[config.mk]
export PLATFORM = sky130hd
export DESIGN_NAME = fifo_byte_packer
export DESIGN_NICKNAME = d
export VERILOG_FILES = /design/src/rtl/fifo_byte_packer.sv
export SDC_FILE = /design/constraint.sdc
export NUM_CORES = 1
export LEC_CHECK = 0
export CORE_MARGIN = 4
export CORE_UTILIZATION = 50
export CTS_CLUSTER_SIZE = 28
export DETAILED_ROUTE_END_ITERATION = 6
export PLACE_DENSITY = 0.76
export SLEW_MARGIN = 20
export SYNTH_ARGS = -nofsm -noshare
export SYNTH_HDL_FRONTEND = slang
export SYNTH_SLANG_ARGS = --single-unit
[constraint.sdc]
create_clock -name clk -period 3.01 [get_ports clk]
set_input_delay 0.301 -clock clk [delete_from_list [all_inputs] [get_ports clk]]
set_output_delay 0.301 -clock clk [all_outputs]
set_load 0.02 [all_outputs]
[src/rtl/fifo_byte_packer.sv]
`default_nettype none
// ============================================================================
//  Module      : fifo_byte_packer
//  Description : Pops DW-bit FIFO entries and packs NB of them into one wide
//                word on a valid/ready stream; flush emits a partial word.
//  Revision    : 1.0
// ============================================================================
module fifo_byte_packer #(
    parameter int DW        = 8,
    parameter int NB        = 4,
    parameter bit MSB_FIRST = 1'b0
) (
    input  logic             clk,
    input  logic             rst,
    input  logic             clr,
    input  logic             fifo_empty,
    input  logic [DW-1:0]    fifo_dout,
    output logic             fifo_re,
    input  logic             flush,
    output logic [DW*NB-1:0] out_data,
    output logic [3:0]       out_bytes,
    output logic             out_valid,
    input  logic             out_ready,
    output logic             busy
);
    localparam logic [3:0] c_NB = 4'(NB);

    logic [3:0]       r_cnt;
    logic             r_rd_pend;
    logic             r_flush_req;
    logic [DW*NB-1:0] r_asm;

    logic             w_out_free;
    logic             w_xfer;
    logic [3:0]       w_base;
    logic [4:0]       w_occ;
    logic [2:0]       w_lane;
    logic [DW*NB-1:0] w_ordered;

    assign w_out_free = !out_valid || out_ready;
    assign w_xfer     = w_out_free &&
                        ((r_cnt == c_NB) || (r_flush_req && !r_rd_pend && (r_cnt != 4'd0)));
    // Lanes freed by a transfer this cycle can be refilled by a pop issued now.
    assign w_base     = w_xfer ? 4'd0 : r_cnt;
    assign w_occ      = {1'b0, w_base} + {4'd0, r_rd_pend};
    assign fifo_re    = !rst && !fifo_empty && !r_flush_req && !clr && (w_occ < {1'b0, c_NB});
    assign busy       = (r_cnt != 4'd0) || r_rd_pend || out_valid || r_flush_req;
    assign w_lane     = r_cnt[2:0];

    generate
        if (MSB_FIRST) begin : g_msb_first
            for (genvar i = 0; i < NB; i++) begin : g_lane
                assign w_ordered[(NB-1-i)*DW +: DW] = r_asm[i*DW +: DW];
            end
        end else begin : g_lsb_first
            assign w_ordered = r_asm;
        end
    endgenerate

    always_ff @(posedge clk or posedge rst) begin
        if (rst) begin
            r_cnt       <= 4'd0;
            r_rd_pend   <= 1'b0;
            r_flush_req <= 1'b0;
            r_asm       <= '0;
            out_data    <= '0;
            out_bytes   <= 4'd0;
            out_valid   <= 1'b0;
        end else if (clr) begin
            r_cnt       <= 4'd0;
            r_rd_pend   <= 1'b0;
            r_flush_req <= 1'b0;
            r_asm       <= '0;
            out_data    <= '0;
            out_bytes   <= 4'd0;
            out_valid   <= 1'b0;
        end else begin
            r_rd_pend <= fifo_re;
            if (w_xfer) begin
                // An in-flight pop is never pending here, so no entry is dropped.
                r_cnt       <= 4'd0;
                r_asm       <= '0;
                r_flush_req <= 1'b0;
                out_data    <= w_ordered;
                out_bytes   <= r_cnt;
                out_valid   <= 1'b1;
            end else begin
                if (out_valid && out_ready) begin
                    out_valid <= 1'b0;
                end
                if (r_rd_pend) begin
                    for (int i = 0; i < NB; i++) begin
                        if (w_lane == 3'(i)) begin
                            r_asm[i*DW +: DW] <= fifo_dout;
                        end
                    end
                    r_cnt <= r_cnt + 4'd1;
                end
                if (r_flush_req) begin
                    if ((r_cnt == 4'd0) && !r_rd_pend) begin
                        r_flush_req <= 1'b0;
                    end
                end else if (flush) begin
                    r_flush_req <= 1'b1;
                end
            end
        end
    end
endmodule
`default_nettype wire

# == Word-level counts from Yosys, hierarchy flattened ==
# Index checks and enable logic that the tools add are counted.
# op_classes
muxes,24
bitwise_logic,0
n_addsub,2
n_mul,0
n_eq_ne,4
shift,0
order_cmp,1
div,0
reduce_logical,34
# op_table
cell,n
$mux W32,5
$mux W8,4
$mux W4,6
$reduce_bool A3 Y1,6
$logic_and A1 B1 Y1,9
$mux W1,9
$reduce_and A2 Y1,4
$eq A3 B2 Y1 const B,2
$logic_not A1 Y1,6
$add A4 B1 Y5,1
$logic_or A1 B1 Y1,5
$lt A5 B3 Y1 const B,1
$add A4 B1 Y4 const B,1
$eq A4 B3 Y1 const B,1
$logic_not A4 Y1,1
$reduce_bool A4 Y1,1
$eq A3 B1 Y1 const B,1
$logic_not A3 Y1,1
$reduce_bool A2 Y1,1
# totals
rom_bits,0
input_bits,14
latchBits,0
memories,0
wordCells,75
output_inout_bits,39
ram_bits,0
reg_bits,75

# == Logic depth before layout (Yosys ltp) ==
# Gate-level depths: netlist of run 1.
# depth
depth_word,10
depth_mapped,8

# == Worst setup path before layout of run 1 ==
# OpenSTA, ideal clock, no wires.
# synth_path
kind,reg2out
from,register r_cnt[0]
to,output port fifo_re
arrival_ns,1.462
path_stages_with_launch,8
slack_ns,1.247
cell_sequence,dfrtp_1 -> inv_1 -> ha_1 -> nand2b_1 -> mux2i_1 -> buf_4 -> nor2_1 -> o21a_1
# synth_via
elab_chain_cells,8
# synth_lines
element,line_no,text
start: declaration,28,logic [3:0] r_cnt;
start signal: assignment,97,r_cnt <= r_cnt + 4'd1;
$reduce_bool A4 Y1,42,((r_cnt == c_NB) || (r_flush_req && !r_rd_pend && (r_cnt != 4'd0)));
$logic_and A1 B1 Y1,42,
$logic_or A1 B1 Y1,42,
$logic_and A1 B1 Y1,41,assign w_xfer = w_out_free &&
$mux W4 (*),44,assign w_base = w_xfer ? 4'd0 : r_cnt;
$add A4 B1 Y5 (*),45,"assign w_occ = {1'b0, w_base} + {4'd0, r_rd_pend};"
$lt A5 B3 Y1 (*),46,"assign fifo_re = !rst && !fifo_empty && !r_flush_req && !clr && (w_occ < {1'b0, c_NB});"
$logic_and A1 B1 Y1 (*),46,
end: declaration,18,"output logic fifo_re,"
# Every way passes the cells marked *; elsewhere a longest branch is shown, timed or not.

# == Worst setup path in the final report of run 1 ==
# Same ends and word-level chain as after synthesis.

==> run_results.csv, run 1 <==
group,metric,value,unit
pwr,ir_drop,0.0003223,V
grt,grt_max_degree,74,
worst_setup_path,regToRegEndpoint,"r_cnt[2]",
pwr,p_per_area,506.0,nW/µm²
grt,grt_usage,19.42,%
yosys,ys_seq_area_share,55.53,%
timing,rsz0062_at_grt,"no",
pwr,p_int,0.001590,W
flow_run,max_cap_violations,0,
clock_tree,cts_tree,"yes",
timing,setup-violations-final,0,
pwr,swShare,24.37,%
clock_tree,cts_buffers,9,
worst_setup_path,worst_r2r_path_depth,8,
worst_setup_path,r2r_slack,0.54,ns
yosys,synthCells,352,
floorplanning,core,6459,µm²
yosys,synth_seq_cells,75,
worst_setup_path,rr_startpoint,"r_cnt[0]",
timing,worst_pin_slew,0.6374,ns
clock_tree,htreeDepth,3,
status,status,"completed",
timing,final_max_slew_viol_count,0,
routing,drcViolationCount,0,
routing,totalWireLength,7570,µm
pwr,combPwrFrac,8.0,%
yosys,synth_area_leaders,"dfrtp_1 (56%), a21oi_1 (10%), nand3b_1 (7.1%), nand3_1 (5.0%), o21ai_0 (4.6%)",
yosys,synthesis.nets,371,
floorplanning,die_h,90.22,µm
pwr,power_frac_clock,43.1,%
floorplanning,dieArea,8139,µm²
routing,num_vias,2706,
placement,gp_congestion,0.8389,
yosys,synth_top_area_share,55.53,%
clock_tree,cts_num_sinks,75,
worst_setup_path,worstPathRequired,2.71,ns
pwr,p_leak,1.644,nW
clock_tree,cts_resized,0,
timing,whs,0.3768,ns
yosys,synth_top_cell_by_area,"dfrtp_1",
clock_tree,clockBufferDepth,2,
routing,first_pass_iters,4,
placement,io_buffer_count,52,
floorplanning,die_w,90.22,µm
timing,slew_headroom,57.44,%
routing,ant_nets,0,
final_layout,fillers,518,
timing,period_needed,2.840,ns
clock_tree,cts_root_buf,"clkbuf_8",
grt,antenna_found_initial,0,
timing,fmax,352.1,MHz
clock_tree,postCtsSetupRepairBufs,0,
final_layout,utilization,64.32,%
worst_setup_path,cp-start-kind,"flip-flop",
routing,avgViaCountPerCell,5.733,
yosys,yosys.cell_types.count,29,
placement,dp_hpwl,4891,µm
clock_tree,clkSlewWorstSetupHoldPaths,0.08,ns
worst_setup_path,crit_fanout,11,
worst_setup_path,cp.arrival,2.54,ns
timing,fin_setup_tns,0,ns
timing,fin_crit_sh,94.35,%
final_layout,n_antenna_cell,0,
yosys,postSynthAreaPerCell,9.601,µm²
clock_tree,clk_latency,0.35,ns
grt,grt_pass1_wl,12730,µm
final_layout,drive_gt1_share,6.835,%
floorplanning,io_pins,53,
yosys,syn_area,3379,µm²
floorplanning,start_util,52.32,%
timing,hold_violations,0,
clock_tree,hold_buffers,0,
grt,grt_pass1_vias,2530,
pwr,power,0.002102,W
worst_setup_path,end_kind,"output pin",
pwr,p_sw,0.0005122,W
yosys,yosys_warnings,0,
routing,wl_per_cell,16.04,µm
grt,grt_overflow,0,
floorplanning,rows,29,
final_layout,layout.nets,409,
routing,drtIter0Drc,194,
timing,clock_skew,0.006669,ns
min_path,holdCritPathClass,"in -> async",
pwr,p_seq_share,48.9,%
worst_setup_path,setup.worst_path.class,"reg -> out",
final_layout,syn_to_final_growth,22.92,%
-- worst max path at each step --
| stage | startpoint | endpoint | slack (ns) | cells past startpoint |
|---|---|---|---|---|
| global placement | r_cnt[0] | fifo_re | 0.62 | 7 |
| finish | r_cnt[0] | fifo_re | 0.17 | 7 |
| floorplan | rst | out_bytes[0] | 0.80 | 1 |
| detailed placement | r_cnt[0] | r_flush_req | 0.54 | 8 |
| global route | r_cnt[0] | fifo_re | 0.04 | 7 |
| CTS | r_cnt[0] | fifo_re | 0.16 | 7 |
-- state kept, by name, indices dropped and copies added (netlist names) --
name,cells
out_data,32
r_cnt,4
r_flush_req,1
r_rd_pend,1
r_asm,32
out_bytes,4
out_valid,1
-- per-stage QoR --
step	worst slack [ns]	instance area, µm²	cells
5_1_grt	0.03772	4154	472
3_3_place_gp	0.6173	3919	456
6_report	0.1701	4154	472
3_5_place_dp	0.5357	3919	456
2_1_floorplan	0.7990	3379	352
4_1_cts	0.1625	4154	472
-- metal layers --
layer | up-vias | track usage [%] | wire length, µm
met5 | - | 0 | 0
met4 | 0 | 7.653 | 138
met3 | 14 | 4.090 | 355
met2 | 76 | 30.12 | 3617
met1 | 1306 | 26.78 | 3459
li1 | 1310 | - | -
-- final cells by class --
class / instances / area, µm² / share of cell area, %
clock inverter: 5 / 83.83 / 2.018
timing repair buffer: 59 / 585.6 / 14.10
inverter: 5 / 18.77 / 0.4518
tap: 77 / 96.34 / 2.319
sequential: 75 / 1877 / 45.18
multi-input combinational: 240 / 1341 / 32.29
clock buffer: 11 / 151.4 / 3.645
-- critical path, stage by stage, from the launching register on --
cell             delay (ns)
dfrtp_1                0.45
inv_1                  0.13
ha_1                   0.37
nand2b_1               0.17
mux2i_4                0.21
nor2_1                 0.13
o21a_1                 0.14
clkdlybuf4s50_1        0.59
-- layout by cell type (no fill, tap or decap), types with 3 or more instances in the layout --
cell type and instances:
nand2_1 36, o21ai_1 4, a21oi_1 68, nand3_1 34, nor2_1 8, dfrtp_1 75
clkbuf_8 11, inv_1 4, clkdlybuf4s50_1 52, ha_1 5, nor2b_1 3, buf_4 6
nand3b_1 32, o21ai_0 31
-- synth_stat cells, drive strengths merged --
master / n
xor2: 1
mux2i: 2
buf: 16
o21a: 2
nand3b: 32
nor2: 8
o21ai: 36
nand3: 34
nor4: 1
a211oi: 1
nor2b: 4
a311oi: 2
ha: 5
nand2: 36
or3: 2
nand4: 1
o41ai: 1
nand2b: 2
inv: 5
a21oi: 68
xnor2: 1
clkbuf: 16
dfrtp: 75
o211ai: 1
-- power by group through the flow --
stage | combinational [W] | sequential [W] | clock [W]
after floorplan | 0.000114 | 0.00104 | 0
after global placement | 0.000168 | 0.00105 | 0
after detailed placement | 0.000171 | 0.00105 | 0
after CTS | 0.000171 | 0.00103 | 0.000910
after global routing | 0.000187 | 0.00103 | 0.000957
final | 0.000169 | 0.00103 | 0.000905
-- logic make-up (layout without fill, tap and decap cells) --
group	after synthesis	count (layout)	synth area share [%]
buf+inv	37	80	5.220
mux	2	2	0.5924
flops	75	75	55.53
compound gates	111	111	17.40
xor+xnor	2	2	0.5184
fa+ha+maj	5	5	1.851
simple gates	120	120	18.88
(Power assumes the default switching activity.)
==> inputs of run 2 (changes only) <==
--- a/config.mk
+++ b/config.mk
@@ -7,6 +7,7 @@
 export LEC_CHECK = 0
 export CORE_MARGIN = 4
 export CORE_UTILIZATION = 50
+export CTS_CLUSTER_DIAMETER = 150
 export CTS_CLUSTER_SIZE = 28
 export DETAILED_ROUTE_END_ITERATION = 6
 export PLACE_DENSITY = 0.76
==> results of run 2 <==
The final DEF is identical to that of run 1; final timing and power are the same.
